===== config.mk =====
export PLATFORM = sky130hd
export DESIGN_NAME = divider_arbiter
export DESIGN_NICKNAME = d
export VERILOG_FILES = /design/src/rtl/divider_arbiter.sv
export SDC_FILE = /design/constraint.sdc
export NUM_CORES = 1
export LEC_CHECK = 0
export BUFFER_PORTS_ARGS = -buffer_cell sky130_fd_sc_hd__buf_2
export CORE_MARGIN = 2
export CORE_UTILIZATION = 43
export CTS_CLUSTER_SIZE = 14
export DETAILED_ROUTE_END_ITERATION = 12
export PLACE_DENSITY = 0.82
export SLEW_MARGIN = 20
export SYNTH_ARGS = -nofsm -noshare
export SYNTH_HDL_FRONTEND = slang
export SYNTH_SLANG_ARGS = --single-unit

===== constraint.sdc =====
create_clock -name clk -period 2.1 [get_ports clk]
set_input_delay 0.21 -clock clk [delete_from_list [all_inputs] [get_ports clk]]
set_output_delay 0.21 -clock clk [all_outputs]
set_load 0.05 [all_outputs]

===== src/rtl/divider_arbiter.sv =====
// rtl/divider_arbiter.sv - round-robin arbiter sharing one slow unsigned divider across NUM_REQ requesters
// Define DIV_ARB_TIMEOUT_EN to add a BUSY-state watchdog of TIMEOUT cycles.
module divider_arbiter #(
  parameter int DIVIDEND_BITS = 10,
  parameter int DIVISOR_BITS  = 7,
  parameter int NUM_REQ       = 4,
  parameter int TIMEOUT       = 64,
  localparam int ID_BITS      = $clog2(NUM_REQ)
) (
  input  logic                             clk,
  input  logic                             rst_n,
  input  logic [NUM_REQ-1:0]               in_valid,
  output logic [NUM_REQ-1:0]               in_ready,
  input  logic [NUM_REQ*DIVIDEND_BITS-1:0] in_dividend,
  input  logic [NUM_REQ*DIVISOR_BITS-1:0]  in_divisor,
  output logic                             out_valid,
  input  logic                             out_ready,
  output logic [ID_BITS-1:0]               out_id,
  output logic [DIVIDEND_BITS-1:0]         out_quotient,
  output logic [DIVISOR_BITS-1:0]          out_remainder,
  output logic                             out_error,
  output logic                             div_in_valid,
  output logic [DIVIDEND_BITS-1:0]         div_dividend,
  output logic [DIVISOR_BITS-1:0]          div_divisor,
  input  logic [DIVIDEND_BITS-1:0]         div_quotient,
  input  logic [DIVISOR_BITS-1:0]          div_remainder,
  input  logic                             div_error,
  input  logic                             div_out_valid
);

  localparam int IW = ID_BITS + 1;
  localparam logic [IW-1:0] NREQ_W = IW'(NUM_REQ);

  if (NUM_REQ < 2 || NUM_REQ > 16 || TIMEOUT < 1) begin : g_bad_params
    $error("divider_arbiter: unsupported parameter values");
  end

  typedef enum logic [1:0] {IDLE, BUSY, RESP} state_t;

  state_t              state, next_state;
  logic [ID_BITS-1:0]  rr_ptr, grant_id;
  logic [IW-1:0]       idx;
  logic                grant_any;
  logic                timeout_hit;

  // Scan offsets from high to low so the smallest offset from rr_ptr wins.
  always_comb begin
    grant_any = 1'b0;
    grant_id  = '0;
    idx       = '0;
    for (int k = NUM_REQ - 1; k >= 0; k--) begin
      idx = {1'b0, rr_ptr} + IW'(k);
      if (idx >= NREQ_W) idx = idx - NREQ_W;
      if (in_valid[idx[ID_BITS-1:0]]) begin
        grant_any = 1'b1;
        grant_id  = idx[ID_BITS-1:0];
      end
    end
  end

  always_ff @(posedge clk or negedge rst_n) begin
    if (!rst_n) state <= IDLE;
    else        state <= next_state;
  end

  always_comb begin
    next_state = state;
    in_ready   = '0;
    case (state)
      IDLE: if (grant_any) begin
        in_ready   = NUM_REQ'(1) << grant_id;
        next_state = BUSY;
      end
      BUSY: if (div_out_valid || timeout_hit) next_state = RESP;
      RESP: if (out_ready) next_state = IDLE;
      default: next_state = IDLE;
    endcase
  end

  always_ff @(posedge clk or negedge rst_n) begin
    if (!rst_n) begin
      rr_ptr        <= '0;
      div_in_valid  <= 1'b0;
      div_dividend  <= '0;
      div_divisor   <= '0;
      out_valid     <= 1'b0;
      out_id        <= '0;
      out_quotient  <= '0;
      out_remainder <= '0;
      out_error     <= 1'b0;
    end else begin
      div_in_valid <= 1'b0;
      case (state)
        IDLE: if (grant_any) begin
          div_dividend <= in_dividend[grant_id*DIVIDEND_BITS +: DIVIDEND_BITS];
          div_divisor  <= in_divisor[grant_id*DIVISOR_BITS +: DIVISOR_BITS];
          out_id       <= grant_id;
          rr_ptr       <= (grant_id == ID_BITS'(NUM_REQ - 1)) ? '0 : grant_id + 1'b1;
          div_in_valid <= 1'b1;
        end
        BUSY: if (div_out_valid) begin
          out_quotient  <= div_quotient;
          out_remainder <= div_remainder;
          out_error     <= div_error;
          out_valid     <= 1'b1;
        end else if (timeout_hit) begin
          out_quotient  <= '0;
          out_remainder <= '0;
          out_error     <= 1'b1;
          out_valid     <= 1'b1;
        end
        RESP: if (out_ready) out_valid <= 1'b0;
        default: out_valid <= 1'b0;
      endcase
    end
  end

`ifdef DIV_ARB_TIMEOUT_EN
  localparam logic [15:0] TO_LAST = 16'(TIMEOUT - 1);
  logic [15:0] to_cnt;

  // Counts BUSY cycles starting from the issue cycle; a real result on the last cycle still wins.
  always_ff @(posedge clk or negedge rst_n) begin
    if (!rst_n)              to_cnt <= '0;
    else if (state != BUSY)  to_cnt <= '0;
    else                     to_cnt <= to_cnt + 16'd1;
  end

  assign timeout_hit = (state == BUSY) && !div_out_valid && (to_cnt == TO_LAST);
`else
  assign timeout_hit = 1'b0;
`endif

endmodule


==> flow_metrics.tcl <==
set metrics [dict create \
    htree_levels 2 \
    cp_slowest_cell "dfrtp_2" \
    place_inst 399 \
    relSlewSlack_pct 62.07 \
    via_per_inst 5.129 \
    p_per_area_mw_per_mm2 1758 \
    routedWlPerCell_um 14.68 \
    synthesis.nets 296 \
    syn_inst 200 \
    synth.largest_area_cell "dfrtp_1" \
    finClkSkew_ns 0.004961 \
    crit_type "reg -> out" \
    met2_usage_pct 36.84 \
    groute.usage.overall_pct 20.55 \
    io_buffers 136 \
    io_pins 137 \
    ir_drop_v 0.001240 \
    violations "negative hold slack" \
    synth_top_area_share_pct 47.30 \
    drt-total-wl_um 6033 \
    fin_nets 437 \
    die_h_um 76.73 \
    status "complete, but fails checks" \
    cts-buffers-inserted 5 \
    diodes 0 \
    clkPwrFrac_pct 11.2 \
    dieArea_mm2 0.005887 \
    final-hold-violation-count 14 \
    ys_seq_area_share_pct 47.30 \
    cp_cell_sequence "mux2_4 > o221ai_4 > inv_2 > ha_2 > and2_4 > buf_8" \
    critPathTopFamily "flip-flops" \
    area_delta_synth_final_pct 43.01 \
    rsz0062_at_grt "yes" \
    post-route-util_pct 63.69 \
    syn_area_mm2 0.002275 \
    leakagePower_nw 1.768 \
    fmax_ghz 0.4901 \
    netSwitchingPower_mw 2.910 \
    grt_pass1_vias 2142 \
    synth-seq-cells 43 \
    drive_gt1_share_pct 55.13 \
    clockBufferDepth 2 \
    grt_util_met3_pct 8.118 \
    coreArea_mm2 0.005107 \
    gr-max-usage-layer "met2" \
    yosys_warnings 0 \
    cts.reportedPaths.clkPinSlew_ns 0.09 \
    timing.max_cap.violations 0 \
    drt_iter0_markers 44 \
    cp.arrival_ns 1.83 \
    drc 0 \
    start_util_pct 44.54 \
    setup_tns_ns 0 \
    cp-start-kind "flop" \
    fp.dieW_um 76.73 \
    cts_tree "built" \
    final_max_slew_viol_count 0 \
    max_stage_delay_ns 0.45 \
    root_buffer "clkbuf_8" \
    setup_viol 0 \
    drt_pass1_iterations 4 \
    worstMarginPinSlew_ns 0.5689 \
    seq_power_share_pct 26.1 \
    critPathCaptureType "primary output" \
    hp-class "in -> async" \
    synth.distinct_cells 30 \
    clk_latency_ns 0.29 \
    path_buf_inv 2 \
    final_antenna_net_count 0 \
    antenna_found_initial 0 \
    grt_start_max_net_pins 44 \
    hold-worst-slack_ns -0.01296 \
    grt_pass1_wl_um 9687 \
    cp.required_ns 1.89 \
    num_vias 2108 \
    finalNonFillerCells 411 \
    hpwlAfterDp_um 4456 \
    grt-ovfl-total 0 \
    switching_share_pct 50.90 \
    grt.met1_usage_pct 22.21 \
    cts.sinks 43 \
    fin_crit_ns 2.040 \
    synth.avg_cell_area_um2 11.37 \
    path_max_fanout 6 \
    fp-row-count 26 \
    min_period_over_period_pct 97.16 \
    place_congestion 0.7612 \
    internal_power_mw 2.807 \
    yosys-top-cells-area "dfrtp_1 (47%), mux2i_1 (15%), mux2_2 (8.9%)" \
    p_comb_share_pct 62.8 \
]
-- placed cells by master, fill, tap and decap left out, drive strengths merged --
cell,count
buf,150
dfrtp,43
nor3,36
mux2i,34
mux2,19
a211o,17
nand2,7
clkbuf,5
inv,5
a21oi,4
a21o,2
nor2,2
o21ai,2
and2,2
ha,2
a21boi,1
or3b,1
o221ai,1
nor4,1
or3,1
o22ai,1
nand3b,1
nor2b,1
a211oi,1
clkinvlp,1
bufinv,1
-- final cells by class --
| cell class | count | area (µm²) |
|---|---|---|
| clock buffer | 5 | 68.82 |
| clock inverter | 2 | 37.54 |
| fill | 424 | 1854 |
| inverter | 5 | 21.27 |
| multi-input combinational | 136 | 1116 |
| sequential | 43 | 1077 |
| tap | 70 | 87.58 |
| timing repair buffer | 150 | 844.6 |
-- cells in the mapped netlist (all sizes together) --
cell type and count:
clkbuf 7, o22ai 1, mux2 19, mux2i 34, o221ai 1, nand3b 1
nor3 36, a211oi 1, a211o 17, nand2 7, dfrtp 43, nor4 1
inv 5, ha 2, buf 9, nor2b 1, a21boi 1, or3b 1
o21ai 2, a21oi 4, a21o 2, and2 2, or3 1, nor2 2
-- worst reg2reg max path: stages (launching register included) --
cell      delay (ns)
dfrtp_2         0.45
mux2_4          0.32
o221ai_4        0.24
buf_4           0.18
buf_12          0.15
mux2i_2         0.24
nor3_1          0.06
a211o_1         0.27
-- per-layer routing --
metal | part of all wire, % | wire, µm
met1 | 39 | 2370
met2 | 51 | 3048
met3 | 9.7 | 583
met4 | 0.51 | 31
met5 | 0 | 0
-- timing repair --
item	in CTS	in global routing
setup endpoints to repair	4	4
resized for setup	7	9
hold buffers	0	0
pin swaps	1	2
buffers inserted	0	5
-- power groups by stage --
stage	Sequential [mW]	Clock, mW	Combinational (mW)
2_1_floorplan	2.79	0	1.37
3_3_place_gp	1.48	0	3.46
3_5_place_dp	1.50	0	3.52
4_1_cts	1.49	0.656	3.54
5_1_grt	1.54	0.683	3.81
6_report	1.49	0.638	3.59
-- logic make-up after synthesis --
| logic type | synth area share (%) |
|---|---|
| flip-flops | 47.30 |
| AO/OA/AOI/OAI | 10.40 |
| AND/OR/NAND/NOR | 11.50 |
| multiplexers | 24.53 |
| adder cells (fa/ha/maj) | 1.100 |
| buffers and inverters | 5.171 |
-- worst paths after layout --
kind	startpoint	endpoint	slack, ns	cells after the start
setup reg to reg	rr_ptr[1]	div_dividend[7]	0.07	7
min in group clk	div_out_valid	state[0]	0.13	2
max in group asynchronous	rst_n	rr_ptr[1]	1.70	2
setup / recovery	rr_ptr[1]	in_ready[3]	0.06	6
hold / removal	rst_n	out_quotient[3]	-0.01	2
hold reg to reg	out_id[1]	out_id[1]	0.49	2
-- through the flow --
| stage | power [mW] | worst slack [ns] | cell area, µm² |
|---|---|---|---|
| 4_1_cts | 5.687 | -0.007533 | 3193 |
| 5_1_grt | 6.034 | -0.01859 | 3253 |
| 3_5_place_dp | 5.017 | 0.1148 | 3072 |
| 2_1_floorplan | 4.164 | -0.07269 | 2285 |
| 3_3_place_gp | 4.932 | 0.1963 | 3072 |
| 6_report | 5.718 | 0.05972 | 3253 |
-- state kept, by name, summed over array words and instances, names as in the netlist --
register	count
out_id	2
out_remainder	7
out_quotient	10
rr_ptr	2
div_divisor	7
out_error	1
out_valid	1
div_in_valid	1
div_dividend	10
state	2
No activity file was read; power rests on OpenSTA's default activity.
